$ cat src/rtl/cc_cond_unit.sv
// Y86-64 condition-code register with jXX/cmovXX condition evaluation and a
// one-deep shadow snapshot used to roll back speculative flag updates.
module cc_cond_unit #(
    parameter int unsigned FWD = 0
) (
    input  logic       clk,
    input  logic       rst,
    input  logic       set_cc,
    input  logic       stall,
    input  logic       ZF_in,
    input  logic       SF_in,
    input  logic       OF_in,
    input  logic       snap,
    input  logic       restore,
    input  logic [3:0] ifun,
    output logic [2:0] CC,
    output logic       Cnd,
    output logic       cond_err,
    output logic       shadow_valid,
    output logic       restore_err
);

    localparam logic [2:0] CcReset = 3'b100;

    logic [2:0] cc_q, cc_d;
    logic [2:0] shadow_q, shadow_d;
    logic       sv_q, sv_d;
    logic       rerr_q, rerr_d;

    logic [2:0] flags_in;
    logic       restore_ok;
    logic       use_fwd;
    logic [2:0] f;
    logic       zf, x;

    assign flags_in   = {ZF_in, SF_in, OF_in};
    assign restore_ok = restore & sv_q;

    always_comb begin
        cc_d     = cc_q;
        shadow_d = shadow_q;
        sv_d     = sv_q;
        rerr_d   = 1'b0;
        if (!stall) begin
            if (restore_ok) begin
                cc_d = shadow_q;
                sv_d = 1'b0;
            end else begin
                if (set_cc) begin
                    cc_d = flags_in;
                end
                if (restore) begin
                    rerr_d = 1'b1;
                end
            end
            // Shadow always captures the pre-edge flags, so snap+restore swaps.
            if (snap) begin
                shadow_d = cc_q;
                sv_d     = 1'b1;
            end
        end
    end

    always_ff @(posedge clk) begin
        if (rst) begin
            cc_q     <= CcReset;
            shadow_q <= CcReset;
            sv_q     <= 1'b0;
            rerr_q   <= 1'b0;
        end else begin
            cc_q     <= cc_d;
            shadow_q <= shadow_d;
            sv_q     <= sv_d;
            rerr_q   <= rerr_d;
        end
    end

    // Forwarding only when the incoming flags are actually what CC will hold next.
    assign use_fwd = (FWD != 0) && set_cc && !stall && !restore_ok;
    assign f       = use_fwd ? flags_in : cc_q;
    assign zf      = f[2];
    assign x       = f[1] ^ f[0];

    always_comb begin
        Cnd      = 1'b0;
        cond_err = 1'b0;
        case (ifun)
            4'd0:    Cnd = 1'b1;
            4'd1:    Cnd = x | zf;
            4'd2:    Cnd = x;
            4'd3:    Cnd = zf;
            4'd4:    Cnd = ~zf;
            4'd5:    Cnd = ~x;
            4'd6:    Cnd = ~x & ~zf;
            default: cond_err = 1'b1;
        endcase
    end

    assign CC           = cc_q;
    assign shadow_valid = sv_q;
    assign restore_err  = rerr_q;

endmodule

$ cat config.mk
export PLATFORM = sky130hd
export DESIGN_NAME = cc_cond_unit
export DESIGN_NICKNAME = d
export VERILOG_FILES = /design/src/rtl/cc_cond_unit.sv
export SDC_FILE = /design/constraint.sdc
export NUM_CORES = 1
export LEC_CHECK = 0
export ABC_AREA = 1
export CAP_MARGIN = 40
export CORE_AREA = 3 3 40 42
export CTS_CLUSTER_DIAMETER = 80
export DETAILED_ROUTE_END_ITERATION = 10
export DIE_AREA = 0 0 43 45
export GPL_TIMING_DRIVEN = 0
export PLACE_DENSITY_LB_ADDON = 0.1
export SLEW_MARGIN = 40
export SYNTH_ARGS = -nofsm -noshare
export SYNTH_HDL_FRONTEND = slang
export SYNTH_SLANG_ARGS = --single-unit
$ cat constraint.sdc
create_clock -name clk -period 1.5 [get_ports clk]
set_input_delay 0.3 -clock clk [delete_from_list [all_inputs] [get_ports clk]]
set_output_delay 0.3 -clock clk [all_outputs]
set_load 0.005 [all_outputs]
==> run metrics, run 1 <==
clk sinks 8; met1 wire length between 500 and 600 um; Num CTS Buffers 3; GRT overflow 0; DRT antenna net count 0; antenna violations before repair 0; P_leak 0.0003418 uW; initial DRC count 9; fraction of layout cells with a size suffix above 1 17.39%; most frequent cells in the layout nand2_1, inv_1, clkdlybuf4s50_1; min cycle time layout 1.447 ns; Die X 43 um; commonest non-fill, non-tap cell in the layout nand2_1; final setup vio count 0; Mapped Nets 83; Post-route DRC 0; First-pass DRT Iterations 4; met2 wire len 486 um; cts hold-fix bufs 0; Least-Margin Pin Slew 0.2217 ns; DR vias/cell 4.505; crit end category output port; post-synthesis sequential area ratio 36.47%; mean area per synthesized cell 6.274 sq um; Mapped Cells 70; WL/cell 9.701 um; RR Startpoint shadow_valid$_SDFFE_PP0P_; met3 WL 48 um; final WL 1038 um; P&R area growth vs syn 56.41%; kind of critical path input pin to output port; clock buffer depth 2; post-route clock period utilization 96.43%; fin cells ~110; startpoint types input pin; placed cell areas roughly 650 sq um; Final nets 107; post-synthesis instance area around 440 sq um; Max Clock Skew 0.0002788 ns; CP max stage delay 0.29 ns; final core occ 53.46%; Worst-path clk slew around 0.050 ns; Req. time, crit path 1.20 ns; Placer Congestion ~0.66; die area 0.001935 sq mm; row count 13; Die Y between 40 and 50 um; PortBufs 19; cell area power density 766.6 mW/mm^2; multi-input logic area 241.5 sq um; H-tree depth 1; area of the core between 0.001 and 0.0015 sq mm; flops & latches, synth 8; CTS root buffer clkbuf_4; Slew headroom 85.18%; Crit-path slowest cell dlygate4sd2_1; MaxCap Viol Count 0; status completed; io pins 20; total track usage 11.44%; largest net degree at the start of global routing 8; crit path DAT 1.15 ns; CTS tree done; IR drop worst, VDD 684.1 uV; critical path cell sequence dlygate4sd2_1 -> nand2_2 -> o21bai_4 -> nor2_1 -> nand2_1 -> nor2_1 -> buf_2; yosys warns 0; synth unique cells 15; starting density of the core around 34%; final count of hold timing violations 0; Post-Place Cells 104; Hold Crit Class flip-flop to flip-flop; vias in the first global route between 400 and 500; Reg area 167.7 sq um; final instance area 686.9 sq um; R2R Setup Slk 0.56 ns; first-pass GRT wire length ~1600 um; fmax 691.3 MHz; HPWL after DPL a little over 800 um; Top cell by count, worst path nor2_1; total number of vias 482; fin. max-slew vios 0; FILL cells roughly 140; CP max FO 5; Top Layer Used met3; hold_sp shadow_q[0]$_SDFFE_PP0P_; Worst Setup SP ifun[0]; clk_lat worst skew 0.25 ns; Inserted Diodes 0
## cells by family (layout without fill, tap and decap cells)
group	count (synthesis)	after routing	share of synthesized area, %
flip-flops	8	8	36.47
buffers and inverters	14	36	12.25
AND/OR/NAND/NOR	36	36	35.61
AO/OA/AOI/OAI	12	12	15.67
## routing by layer
layer / vias up / GRT usage [%]
met3: 0 / 5.976
met5: - / 0
met4: 0 / 3.614
met2: 8 / 16.47
li1: 262 / -
met1: 212 / 14.81
## sequential cells by signal (all words and copies together) (netlist names)
| register | count |
|---|---|
| CC | 3 |
| restore_err | 1 |
| shadow_q | 3 |
| shadow_valid | 1 |
## worst paths after layout
check,end,cells past startpoint
setup reg to reg,CC[1]$_SDFFE_PP0P_,5
hold reg to reg,shadow_q[0]$_SDFFE_PP0P_,2
setup / recovery,Cnd,7
hold / removal,shadow_q[0]$_SDFFE_PP0P_,2
## cells in the mapped netlist (all sizes together)
library cell / count / area (sq um)
nand2: 21 / 91.33
nor4: 1 / 6.260
o21bai: 1 / 7.510
nor2: 9 / 33.78
dfxtp: 8 / 160.2
inv: 13 / 48.80
nand3: 5 / 25.02
o211ai: 1 / 7.510
o21ai: 5 / 25.02
a21oi: 5 / 28.78
clkinv: 1 / 5.000
## through the flow
stage                     power [uW]  hold WS, ns  worst slack, ns   TNS [ns]
after CTS                      530.5       0.4519         -0.01013   -0.01013
final                          526.6       0.4471          0.05350          0
after global routing           563.4       0.4717        -0.007879  -0.007879
after floorplan                296.9       0.3624           0.4416          0
after detailed placement       368.1       0.4418          -0.5523     -1.012
after global placement         368.1       0.4355          -0.5569     -1.034
## timing repair
| item | in CTS | in global routing |
|---|---|---|
| buffers inserted | 0 | 0 |
| pin swaps | 4 | 2 |
| hold endpoints to repair | 0 | 0 |
| setup endpoints to repair | 3 | 5 |
| resized for setup | 9 | 8 |
| gates cloned | 0 | 0 |
## cell type report
| type | instances | area share (%) |
|---|---|---|
| clock buffer | 3 | 3.279 |
| timing repair buffer | 19 | 26.59 |
| inverter | 14 | 7.832 |
| sequential | 8 | 24.41 |
| multi-input combinational | 48 | 35.15 |
| tap | 15 | 2.732 |
## worst max-delay path: cells and delay by family
family	cells	cell delay (ns)
buf+inv	2	0.41
simple gates	4	0.35
compound gates	1	0.07
## where the power goes
part | internal (uW) | switching [uW]
combinational | 67.8 | 56.3
sequential | 227 | 11.4
clock | 91.5 | 72.6
Power figures use the tool's default switching activity.
==> inputs of run 2 (changes only) <==
- clock period: 1.5 -> 1.4 ns (I/O delays scaled with it)
==> run metrics, run 2 (synthesis gave the netlist of run 1 again) <==
RSZ-0062 raised after global routing true; P&R area growth vs syn 53.56%; kind of critical path flip-flop to output port; Placer Congestion approximately 0.66; worst hold slack 0.4473 ns; row count 13; DRT antenna net count 0; GRT overflow 0; vias in the first global route 401; R2R Setup Slk roughly 0.48 ns; Req. time, crit path 1.12 ns; HPWL after DPL 821.7 um; clk_lat worst skew approximately 0.25 ns; final setup margin 0.02466 ns; post-route clock period utilization between 90% and 100%; MaxCap Viol Count 0; part of the power in registers 45.8%; H-tree depth 1; Slew headroom 85.19%; area of the core 0.001285 sq mm; combinational share of power between 20% and 30%; Worst Reg-to-Reg Cells 6; Final nets 107; First-pass DRT Iterations 4; PortBufs 19; IR drop worst, VDD approximately 700 uV; final setup vio count 0; initial DRC count 5; clock buffer depth 2; Worst-path clk slew 0.05 ns; P_leak 0.0003535 uW; Net Switching 148.7 uW; first-pass GRT wire length 1628 um; CP max FO 5; FILL cells 140; Inserted Diodes 0; Post-route DRC 0; io pins 20; status completed; Int Power about 400 uW; starting density of the core 34.18%; pre-CTS setup slack -0.6123 ns; final count of hold timing violations 0; Clk pwr share a little under a third; hold path cells 2; Die Y 45 um; WL/cell 9.561 um; fraction of layout cells with a size suffix above 1 19.57%; largest net degree at the start of global routing 8; total track usage 11.44%; clk sinks 8; commonest non-fill, non-tap cell in the layout nand2_1; CTS root buffer clkbuf_4; R2R Path End CC[1]$_SDFFE_PP0P_; placed cell areas 648.1 sq um; die area 0.001935 sq mm; min cycle time layout 1.375 ns; Num CTS Buffers 3; Max Clock Skew about 0.0012 ns; most frequent cells in the layout nand2_1, inv_1, nor2_1, clkdlybuf4s50_1, dlygate4sd2_1; fin. max-slew vios 0; antenna violations before repair 0; hold_sp shadow_q[0]$_SDFFE_PP0P_; Die X 43 um; Least-Margin Pin Slew roughly 0.22 ns; Post-CTS Setup Bufs 0; cell area power density 819.2 mW/mm^2; Hold Crit Class flip-flop to flip-flop; crit path DAT 1.10 ns; CTS tree done; total number of vias 482; Sw Ratio 26.92%; RR Startpoint shadow_valid$_SDFFE_PP0P_; crit end category output port; DR vias/cell 4.505; Hold Path Sink shadow_q[0]$_SDFFE_PP0P_; final instance area slightly below 700 sq um; startpoint types flip-flop; fmax 727.1 MHz; final WL 1023 um
## run 2: changes by cell type in the layout (fill, tap and decap cells not counted), moves of 2 or more
| cell | previous run | this run |
|---|---|---|
| dlygate4sd2_1 | 4 | 7 |
| inv_2 | 0 | 2 |
| dfxtp_2 | 3 | 0 |
| dfxtp_4 | 1 | 4 |
| inv_1 | 13 | 11 |
| clkdlybuf4s50_1 | 13 | 9 |
## run 2: critical path, stage by stage (launching register included)
cell and delay (ns):
dfxtp_4 0.36, inv_1 0.05, nor2_1 0.08, nor2_1 0.05, a21oi_1 0.13, nor2_1 0.05
buf_2 0.12
## run 2: per-stage QoR
stage | std cells | util, % | power (uW) | TNS, ns
finish | 107 | 52.48 | 552.5 | 0
global route | 107 | 52.48 | 590.7 | -0.03820
CTS | 107 | 51.90 | 563.2 | 0
detailed placement | 104 | 50.44 | 394.4 | -1.147
global placement | 104 | 50.44 | 394.4 | -1.172
floorplan | 70 | - | 318.1 | 0
## run 2: cell type report
cell class,instances,area (sq um),share of cell area [%]
Clock buffer,3,22.52,3.340
Inverter,14,53.80,7.978
Multi-Input combinational cell,48,230.2,34.14
Sequential cell,8,175.2,25.97
Tap cell,15,18.77,2.783
Timing Repair Buffer,19,173.9,25.79
## run 2: worst max-delay path by stage
stage,startpoint,endpoint,slack [ns],cells past startpoint
floorplan,CC[0]$_SDFFE_PP0P_,Cnd,0.36,6
global placement,ifun[0],Cnd,-0.62,7
detailed placement,ifun[0],Cnd,-0.61,7
CTS,CC[0]$_SDFFE_PP0P_,CC[0],0.0008,1
global route,CC[1]$_SDFFE_PP0P_,Cnd,-0.04,7
finish,CC[2]$_SDFFE_PP1P_,Cnd,0.02,6
## run 2: layer usage
metal / GRT usage, % / vias to the layer above / part of all wire [%]
met5: 0 / - / 0
met4: 3.614 / 0 / 0.49
met3: 5.976 / 2 / 5.2
met2: 16.47 / 8 / 46
met1: 14.81 / 209 / 48
li1: - / 263 / -
## run 2: what timing repair did
item,in CTS,in global routing
gates resized for setup,19,8
pin swaps,5,3
hold buffers,0,0
endpoints found under the setup margin,6,3
## run 2: power by group through the flow
stage | clock network (uW) | logic (uW) | registers, uW
floorplan | 0 | 60.1 | 258
global placement | 0 | 135 | 260
detailed placement | 0 | 135 | 260
CTS | 185 | 124 | 255
global route | 199 | 137 | 255
finish | 176 | 124 | 253
